$ cat src/rtl/acs_survivor_unit.sv
// acs_survivor_unit
// Add-compare-select and survivor-decision store for a 4-state hard-decision
// Viterbi decoder (K=3, rate 1/2, G0=111, G1=101).
//
// Trellis state s = {s1,s0} holds the last two input bits, with s1 the newest.
// The next state is {u,s1}. For input u from state {s1,s0} the encoder emits
// G0 = u^s1^s0 and G1 = u^s0.
//
// Ports
//   clk          rising-edge clock
//   rst          asynchronous active-low reset
//   i_valid      received symbol valid
//   i_sym[1:0]   received symbol, [1]=G0 bit, [0]=G1 bit
//   o_ready      symbol accepted when i_valid && o_ready
//   o_en_t       decision block complete, traceback enable
//   o_sel_node   state with the minimum metric at the end of the block
//   o_bck_prv_st decisions, bit [4k+s] = decision of state s at step k
//   i_tb_done    one-cycle pulse from traceback once the block is consumed
//   o_pm         path metrics, state s at [PM_W*s +: PM_W]
//
// Handshake: a symbol transfers on a rising edge where i_valid && o_ready.
// o_ready is low for the whole HANDOFF phase; the source must hold its symbol.
module acs_survivor_unit #(
  parameter int PM_W    = 6,
  parameter int TB_LEN  = 8,
  parameter int INIT_PM = 8
) (
  input  logic                  clk,
  input  logic                  rst,
  input  logic                  i_valid,
  input  logic [1:0]            i_sym,
  output logic                  o_ready,
  output logic                  o_en_t,
  output logic [1:0]            o_sel_node,
  output logic [4*TB_LEN-1:0]   o_bck_prv_st,
  input  logic                  i_tb_done,
  output logic [4*PM_W-1:0]     o_pm
);

  localparam int CNT_W = (TB_LEN > 1) ? $clog2(TB_LEN) : 1;
  localparam logic [CNT_W-1:0] CNT_LAST = CNT_W'(TB_LEN - 1);
  localparam logic [PM_W:0]    PM_MAX   = {1'b0, {PM_W{1'b1}}};

  localparam logic [0:0] ST_FILL    = 1'b0;
  localparam logic [0:0] ST_HANDOFF = 1'b1;

  logic [0:0]       state_q;
  logic [CNT_W-1:0] cnt_q;
  logic [PM_W-1:0]  pm_q [4];

  logic             accept;

  // Per-state ACS intermediates, one PM_W+1 bit wide so the add cannot wrap.
  logic [1:0]       sv;
  logic [1:0]       p0;
  logic [1:0]       p1;
  logic [PM_W:0]    cand0  [4];
  logic [PM_W:0]    cand1  [4];
  logic [PM_W:0]    new_pm [4];
  logic [PM_W:0]    diff_pm[4];
  logic [PM_W-1:0]  norm_pm[4];
  logic [3:0]       dec;
  logic [PM_W:0]    min_01;
  logic [PM_W:0]    min_23;
  logic [PM_W:0]    min_all;
  logic [1:0]       best_node;

  // Hamming distance between the received symbol and the branch label for
  // input u leaving state from_st.
  function automatic logic [1:0] branch_metric(input logic [1:0] from_st,
                                               input logic       u,
                                               input logic [1:0] sym);
    logic       g0;
    logic       g1;
    logic [1:0] diff;
    g0   = u ^ from_st[1] ^ from_st[0];
    g1   = u ^ from_st[0];
    diff = sym ^ {g0, g1};
    return {1'b0, diff[1]} + {1'b0, diff[0]};
  endfunction

  assign accept  = i_valid && (state_q == ST_FILL);
  assign o_ready = (state_q == ST_FILL);
  assign o_en_t  = (state_q == ST_HANDOFF);

  always_comb begin
    sv  = '0;
    p0  = '0;
    p1  = '0;
    dec = '0;
    for (int s = 0; s < 4; s++) begin
      sv = 2'(s);
      // Both predecessors of {a,b} share b as their newest bit; the input
      // that leads into {a,b} is a.
      p0 = {sv[0], 1'b0};
      p1 = {sv[0], 1'b1};
      cand0[s]  = {1'b0, pm_q[p0]} + {{(PM_W-1){1'b0}}, branch_metric(p0, sv[1], i_sym)};
      cand1[s]  = {1'b0, pm_q[p1]} + {{(PM_W-1){1'b0}}, branch_metric(p1, sv[1], i_sym)};
      // Strict compare: ties keep the even predecessor.
      dec[s]    = (cand1[s] < cand0[s]);
      new_pm[s] = dec[s] ? cand1[s] : cand0[s];
    end

    min_01  = (new_pm[1] < new_pm[0]) ? new_pm[1] : new_pm[0];
    min_23  = (new_pm[3] < new_pm[2]) ? new_pm[3] : new_pm[2];
    min_all = (min_23 < min_01) ? min_23 : min_01;

    for (int s = 0; s < 4; s++) begin
      diff_pm[s] = new_pm[s] - min_all;
      norm_pm[s] = (diff_pm[s] > PM_MAX) ? {PM_W{1'b1}} : diff_pm[s][PM_W-1:0];
    end

    // Lowest index holding the minimum; saturation never touches the minimum.
    if (new_pm[0] == min_all)      best_node = 2'd0;
    else if (new_pm[1] == min_all) best_node = 2'd1;
    else if (new_pm[2] == min_all) best_node = 2'd2;
    else                           best_node = 2'd3;
  end

  always_ff @(posedge clk or negedge rst) begin
    if (!rst) begin
      state_q      <= ST_FILL;
      cnt_q        <= '0;
      o_sel_node   <= '0;
      o_bck_prv_st <= '0;
      pm_q[0]      <= '0;
      pm_q[1]      <= PM_W'(INIT_PM);
      pm_q[2]      <= PM_W'(INIT_PM);
      pm_q[3]      <= PM_W'(INIT_PM);
    end else begin
      case (state_q)
        ST_FILL: begin
          if (accept) begin
            for (int s = 0; s < 4; s++) begin
              pm_q[s] <= norm_pm[s];
            end
            o_bck_prv_st[4*cnt_q +: 4] <= dec;
            if (cnt_q == CNT_LAST) begin
              cnt_q      <= '0;
              o_sel_node <= best_node;
              state_q    <= ST_HANDOFF;
            end else begin
              cnt_q <= cnt_q + CNT_W'(1);
            end
          end
        end
        ST_HANDOFF: begin
          // Decisions, end node and metrics are frozen until traceback is done.
          if (i_tb_done) begin
            state_q <= ST_FILL;
          end
        end
        default: state_q <= ST_FILL;
      endcase
    end
  end

  always_comb begin
    o_pm = '0;
    for (int s = 0; s < 4; s++) begin
      o_pm[PM_W*s +: PM_W] = pm_q[s];
    end
  end

endmodule

$ cat config.mk
export PLATFORM = sky130hd
export DESIGN_NAME = acs_survivor_unit
export DESIGN_NICKNAME = d
export VERILOG_FILES = /design/src/rtl/acs_survivor_unit.sv
export SDC_FILE = /design/constraint.sdc
export NUM_CORES = 1
export LEC_CHECK = 0
export ABC_AREA = 1
export CORE_MARGIN = 2
export CORE_UTILIZATION = 60
export DETAILED_ROUTE_END_ITERATION = 12
export PLACE_DENSITY = 0.83
export SLEW_MARGIN = 30
export SYNTH_ARGS = -nofsm -noshare
export SYNTH_HDL_FRONTEND = slang
export SYNTH_SLANG_ARGS = --single-unit
$ cat constraint.sdc
create_clock -name clk -period 8.9 [get_ports clk]
set_input_delay 0.89 -clock clk [delete_from_list [all_inputs] [get_ports clk]]
set_output_delay 0.89 -clock clk [all_outputs]
set_load 0.01 [all_outputs]
==> flow_summary.yaml, run 1 <==
run_status:
  status: "finished, final reports clean"
detailed_routing:
  drc_errors: 0
  ant_nets: 0
  num_vias: 7704
  detail_route.vias_per_cell: 5.64
  drt-initial-drc-count: 670
  wirelength_um: 22100
  wl_per_cell_um: 16.2
  drt_first_pass_iters: 5
cts:
  clkSinkCount: 62
  clockBufferDepth: 2
  cts_tree: "done"
  insertion_delay_ps: 350
  root_buffer: "clkbuf_16"
  htreeDepth: 3
  cts.reportedPaths.clkPinSlew_ps: 60
  cts_buffers: 9
timing:
  setup_ws_ps: 583
  clock_skew_ps: 11.3
  finalMaxSlewViolations: 0
  period_needed_ps: 8320
  fin_tns_setup_ps: 0
  finalCritPeriodShare_pct: 93.5
  whs_ps: 497
  relSlewSlack_pct: 41.3
  tightest_slew_ps: 875
  hold_violations: 0
  setup_viol: 0
  max_freq_mhz: 120
logic_synthesis:
  syn_area_sq_mm: 0.00730
  synthArstFlopShare_pct: 100
  synthMuxAreaShare_pct: 0.309
  synth_edf_count: 0
  synthXorXnorAreaFrac_pct: 4.54
  synth-simple-area-share_pct: 43.6
  synth_top_family_by_area: "simple AND/OR/NAND/NOR gates"
  synthAdderAreaFrac_pct: 11.3
  synth.distinct_cells: 45
  yosysSeqAreaShare_pct: 21.3
  synth_compound_area_share_pct: 8.30
  ys.flop_type: "dfrtp_1"
  netlist_instances: 1145
  yosys_register_bits: 62
  syn_area_per_cell_sq_um: 6.38
  synth_fp_nets: 1217
  yosysWarnings: 0
placement:
  dp_slack_ps: 85.9
  gp_congestion: 1.07
  port_buffers: 65
  dp_hpwl_um: 17600
worst_setup_path:
  max_stage_delay_ps: 560
  cp_slowest_cell: "clkdlybuf4s50_1"
  cp_max_fo: 12
  critPathMostFrequentCell: "nand2_1"
  crit_required_ps: 9120
  cp-end-kind: "flop"
  crit_type: "primary input to flop"
  start_kind: "primary input"
  crit_arrival_ps: 8540
global_route:
  grt_antenna_before_repair: 0
  grt_remaining_overflow: 0
  grt_pass1_vias: 6996
  grt_max_degree: 63
  grtUsageTotal_pct: 35.2
  grt_pass1_wl_um: 35800
floorplanning:
  die_width_um: 114
  rows: 40
  dieArea_sq_mm: 0.0131
  start_util_pct: 61.0
  ios: 66
  die_y_um: 114
  core_sq_mm: 0.0120
flow_run:
  drv_cap: 0
final_layout:
  fin_util_pct: 70.4
  final_cell_mix: "nand2_1 (330), inv_1 (153), nand3_1 (120)"
  regArea_sq_mm: 0.00156
  fillers: 1067
  multi_input_area_sq_mm: 0.00500
  synthToLayoutAreaGrowth_pct: 15.3
  antenna_cells: 0
  layout_commonest_cell: "nand2_1"
  layout-drive-gt1-share_pct: 12.2
  nets: 1287
worst_hold_path:
  min_path_type: "flop to flop"
-- path summary, 6_finish.rpt --
path,startpoint,endpoint,slack (ps),depth (start not counted)
worst max-delay path,i_sym[0],o_pm[11],580,45
worst max register to register,o_pm[6],o_pm[11],1830,42
worst min register to register,o_bck_prv_st[2],o_bck_prv_st[2],500,2
min in group asynchronous,rst,o_pm[20],690,2
max in group asynchronous,rst,o_bck_prv_st[24],7640,2
worst min-delay path,o_bck_prv_st[2],o_bck_prv_st[2],500,2
-- worst max-delay path: cells and delay by family --
family / cells / cell delay (ps)
AO/OA/AOI/OAI: 4 / 1030
buffers and inverters: 9 / 1450
adder cells (fa/ha/maj): 7 / 2100
XOR/XNOR: 1 / 210
AND/OR/NAND/NOR: 24 / 2860
-- per-stage QoR --
step	cells	cell area [sq um]
after global routing	1367	8420
after detailed placement	1351	8100
final	1367	8420
after CTS	1367	8380
after global placement	1351	8100
after floorplan	1145	7300
-- timing repair --
action	in CTS	in global routing
hold buffers	0	0
setup endpoints to repair	0	25
setup buffers	0	0
gates resized for setup	0	5
-- state kept, by name, indices dropped and copies added (netlist names) --
register	cells
o_bck_prv_st	32
o_pm	24
cnt_q	3
o_sel_node	2
o_en_t	1
-- layer usage --
layer | track usage [%] | vias up | routed length [um]
li1 | - | 3804 | -
met1 | 47.6 | 3501 | 9490
met2 | 55.6 | 333 | 9910
met3 | 5.93 | 66 | 1800
met4 | 15.5 | 0 | 926
met5 | 0 | - | 0
-- final cells by class --
cell class                 instances  area share (%)
clock buffer                       9            2.68
clock inverter                     7           0.684
inverter                         169            7.55
multi-input combinational        893            59.4
sequential                        62            18.5
tap                              147            2.19
timing repair buffer              80            9.01
-- cell families after synthesis --
family	count (synthesis)
simple gates	684
buf+inv	190
compound gates	104
fa+ha+maj	66
flops	62
xor+xnor	37
mux	2
-- cell usage after synthesis (5+ instances only) --
master / number / area, sq um
nor3_1: 11 / 55.1
nand2_2: 29 / 181
nand3_2: 24 / 240
nor2_1: 104 / 390
o21ai_0: 24 / 120
o21ai_1: 17 / 85.1
nand4_1: 27 / 169
xor2_1: 29 / 254
dfrtp_1: 59 / 1480
nand2_1: 331 / 1240
a21oi_2: 5 / 43.8
nand3_1: 120 / 601
ha_1: 66 / 826
buf_6: 5 / 56.3
a21oi_1: 36 / 180
or2_2: 11 / 68.8
clkbuf_1: 10 / 37.5
nor2_2: 10 / 62.6
inv_1: 154 / 578
inv_2: 11 / 41.3
nand2_4: 6 / 67.6
xnor2_1: 7 / 61.3
Power of run 1 is left out: the tool's default activity adds up to more than one toggle a clock period on the data nets, which glitch-free logic cannot reach.
==> inputs of run 2 (changes only) <==
Settings changed: CORE_UTILIZATION 60 to 45, CTS_CLUSTER_SIZE set to 14, PLACE_DENSITY 0.83 to unset.
==> flow_summary.yaml, run 2 (synthesis gave the netlist of run 1 again) <==
timing:
  setup_viol: 0
  clock_skew_ps: 9.23
  rsz0062_at_grt: "no"
  finalCritPeriodShare_pct: 93.6
  hold_violations: 0
  setup_ws_ps: 571
  max_freq_mhz: 120
  finalMaxSlewViolations: 0
  fin_tns_setup_ps: 0
  relSlewSlack_pct: 38.2
  period_needed_ps: 8330
  tightest_slew_ps: 918
global_route:
  grt_pass1_wl_um: 39100
  grtUsageTotal_pct: 29.0
  grt_max_degree: 63
  grt_pass1_vias: 7151
  grt_remaining_overflow: 0
  grt_antenna_before_repair: 0
worst_setup_path:
  startpoint: "i_sym[0]"
  crit_arrival_ps: 8620
  cp_max_fo: 12
  r2r-start: "o_pm[7]"
  start_kind: "primary input"
  crit_type: "primary input to flop"
  crit_required_ps: 9190
  max_stage_delay_ps: 570
  critPathMostFrequentCell: "nand2_1"
  cp-end-kind: "flop"
  cp_slowest_cell: "clkdlybuf4s50_1"
floorplanning:
  rows: 46
  die_width_um: 131
  dieArea_sq_mm: 0.0173
  ios: 66
  start_util_pct: 46.0
  core_sq_mm: 0.0159
  die_y_um: 131
flow_run:
  drv_cap: 0
cts:
  clkSinkCount: 62
  clockBufferDepth: 2
  cts.reportedPaths.clkPinSlew_ps: 60
  cts_tree: "done"
  insertion_delay_ps: 350
  post-cts-setup-buffer-count: 0
  cts_buffers: 9
  root_buffer: "clkbuf_16"
  htreeDepth: 3
detailed_routing:
  ant_nets: 0
  detail_route.vias_per_cell: 5.21
  wl_per_cell_um: 17.1
  drt_first_pass_iters: 6
  num_vias: 7554
  drt-initial-drc-count: 607
  drc_errors: 0
  wirelength_um: 24800
final_layout:
  largest_reg_flops: 32
  regMostFlops: "o_bck_prv_st"
  fillers: 1631
  layout_commonest_cell: "nand2_1"
  antenna_cells: 0
  nets: 1302
  fin_util_pct: 54.2
  synthToLayoutAreaGrowth_pct: 18.0
  final_cell_mix: "nand2_1 (331), inv_1 (153), nand3_1 (120)"
  layout-drive-gt1-share_pct: 13.2
placement:
  gp_congestion: 1.04
  dp_hpwl_um: 20000
  dp_slack_ps: 228
  port_buffers: 65
run_status:
  status: "finished, final reports clean"
worst_hold_path:
  min_path_type: "flop to flop"
  min_from: "o_sel_node[0]"
[run 2: cell types whose count changed in the layout (fill, tap and decap cells not counted), sizes merged]
cell and change:
inv +1, clkinvlp +1, buf +15, clkinv -2
[run 2: path summary, 6_finish.rpt]
check | to | slack [ps] | cells after the start
max | o_pm[9] | 570 | 48
min | o_sel_node[0] | 500 | 2
max reg2reg | o_pm[9] | 1730 | 47
min reg2reg | o_sel_node[0] | 500 | 2
max in group asynchronous | o_pm[5] | 7830 | 2
min in group asynchronous | o_pm[22] | 620 | 2
[run 2: metal layers]
| metal | vias up | track usage, % | wire [um] |
|---|---|---|---|
| met4 | 0 | 10.9 | 875 |
| met5 | - | 0 | 0 |
| met1 | 3389 | 40.8 | 11700 |
| met2 | 272 | 44.3 | 10400 |
| li1 | 3843 | - | - |
| met3 | 50 | 5.09 | 1800 |
[run 2: timing repair]
| item | 4_1_cts | 5_1_grt |
|---|---|---|
| resized for setup | 0 | 2 |
| endpoints found under the hold margin | 0 | 0 |
| hold buffers | 0 | 0 |
| endpoints found under the setup margin | 0 | 3 |
[run 2: critical path, delay by kind of cell]
kind / cells / cell delay (ps)
AO/OA/AOI/OAI: 5 / 970
XOR/XNOR: 1 / 190
adder cells (fa/ha/maj): 7 / 2080
buffers and inverters: 10 / 1520
AND/OR/NAND/NOR: 25 / 2980
[run 2: per-stage QoR]
step           instances  hold slack, ps  cell area [sq um]
3_5_place_dp        1435             475               8310
5_1_grt             1451             526               8610
4_1_cts             1451             502               8590
3_3_place_gp        1435             471               8300
6_report            1451             501               8610
2_1_floorplan       1145             515               7300
[run 2: area by class of cell]
class                           instances  area [sq um]  share of cell area, %
Timing Repair Buffer                   95           875                   10.2
Sequential cell                        62          1560                   18.1
Clock buffer                            9           225                   2.61
Multi-Input combinational cell        893          5000                   58.0
Tap cell                              216           270                   3.14
Clock inverter                          7          56.3                  0.654
Inverter                              169           636                   7.38
Power of run 2 is left out for the same reason.
==> inputs of run 3 (changes only) <==
Settings changed: CAP_MARGIN set to 20.
==> results of run 3 <==
Final layout, timing and power as in run 2 (identical DEF).
Power of run 3 is left out for the same reason.
==> patch (flow settings as in run 1) <==
The parameter `TB_LEN` goes from 8 to 16.
--- a/src/rtl/acs_survivor_unit.sv
+++ b/src/rtl/acs_survivor_unit.sv
@@ -23,5 +23,5 @@
 module acs_survivor_unit #(
   parameter int PM_W    = 6,
-  parameter int TB_LEN  = 8,
+  parameter int TB_LEN  = 16,
   parameter int INIT_PM = 8
 ) (
Ports: changed (resized o_bck_prv_st); port bits go from 66 to 98. The function was not compared with the original's and may differ.
==> patch against run 1 <==
Via count increased by 13%. Critical path type unchanged. Wire length increased by 15%. Area after synthesis increased by 15%. Sequential cell count increased by 33. Worst setup slack improved by 280 ps. Cell count increased by 14%. Highest routed layer unchanged. Final area increased by 17%.
Power is left out: the tool's default activity adds up to more than one toggle a clock period on the data nets, which glitch-free logic cannot reach.
==> patch: results (changes against run 1) <==
Placed design
The cell count after placement is 1536 (was 1351). The count of input and output buffers is 97 (was 65). The HPWL reported at the end of detailed placement is 20200 µm (was 17600 µm). The placement-stage worst setup slack is 362 ps (was 85.9 ps).

The standard cell area after detailed placement is 9590 µm² (was 8100 µm²).

Timing
The maximum operating frequency is 124 MHz (was 120 MHz). The worst max-slew margin expressed relative to the limit is 0.482 (was 0.413). The smallest hold slack was 376 ps (was 497 ps).

Global route
The met1 global-route usage is 0.521 (was 0.476). The via count of the first global-routing pass is 7970 (was 6996). The largest net degree at the start of global routing is 82 (was 63). The wire length of the first global-routing pass came to 41100 µm (was 35800 µm). The global routing usage summed across all routing layers came to 0.351 (was 0.352). The met2 global-route usage is 0.520 (was 0.556).

Yosys
The sequential element share of the synthesized area is 0.283 (was 0.213). The multiplexer area fraction after synthesis came to 0 (was 0.00309). The compound-cell area share of the yosys netlist is 0.100 (was 0.0830).

The number of library cell types mapped by synthesis was 49 (was 45).

Critical path
The worst path arrival time is 8280 ps (was 8540 ps). The endpoint of the lowest-slack register-to-register path was o_pm[20]$_DFFE_PN0P_ (was o_pm[11]$_DFFE_PN0P_). The launch instance of the worst register-to-register path was o_pm[0]$_DFFE_PN0P_ (was o_pm[6]$_DFFE_PN0P_).

The timing startpoint of the critical path is i_sym[1] (was i_sym[0]). The worst reg-to-reg path cell count is 45 (was 42).

Drt
The total length of routed met2 wires is 10800 µm (was 9910 µm). The sum of met3 wire segment lengths after detailed routing is 2170 µm (was 1800 µm). The number of search-and-repair iterations in the first detailed-routing pass is 9 (was 5).

The average routed wire per standard cell came to 16.4 µm (was 16.2 µm).

Status
Status: complete, no violations (unchanged).

Finish
The end-of-flow core utilization is 0.717 (was 0.704).
[patch: changes by cell type after synthesis, moves of 6 or more]
cell,before,now
sky130_fd_sc_hd__dfrtp_1,59,92
sky130_fd_sc_hd__a21oi_1,36,29
sky130_fd_sc_hd__inv_1,154,172
sky130_fd_sc_hd__nor2_1,104,68
sky130_fd_sc_hd__nand3_1,120,130
sky130_fd_sc_hd__nand3_2,24,10
sky130_fd_sc_hd__clkbuf_1,10,3
sky130_fd_sc_hd__o21ai_1,17,11
sky130_fd_sc_hd__nand4_1,27,16
sky130_fd_sc_hd__xor2_1,29,35
sky130_fd_sc_hd__nand2_1,331,403
sky130_fd_sc_hd__o21ai_0,24,87
[patch: area by class of cell]
| cell class | instances | area share |
|---|---|---|
| multi-input combinational | 965 | 0.528 |
| inverter | 185 | 0.0707 |
| timing repair buffer | 111 | 0.109 |
| clock inverter | 6 | 0.00532 |
| sequential | 95 | 0.241 |
| clock buffer | 10 | 0.0232 |
| tap | 180 | 0.0228 |
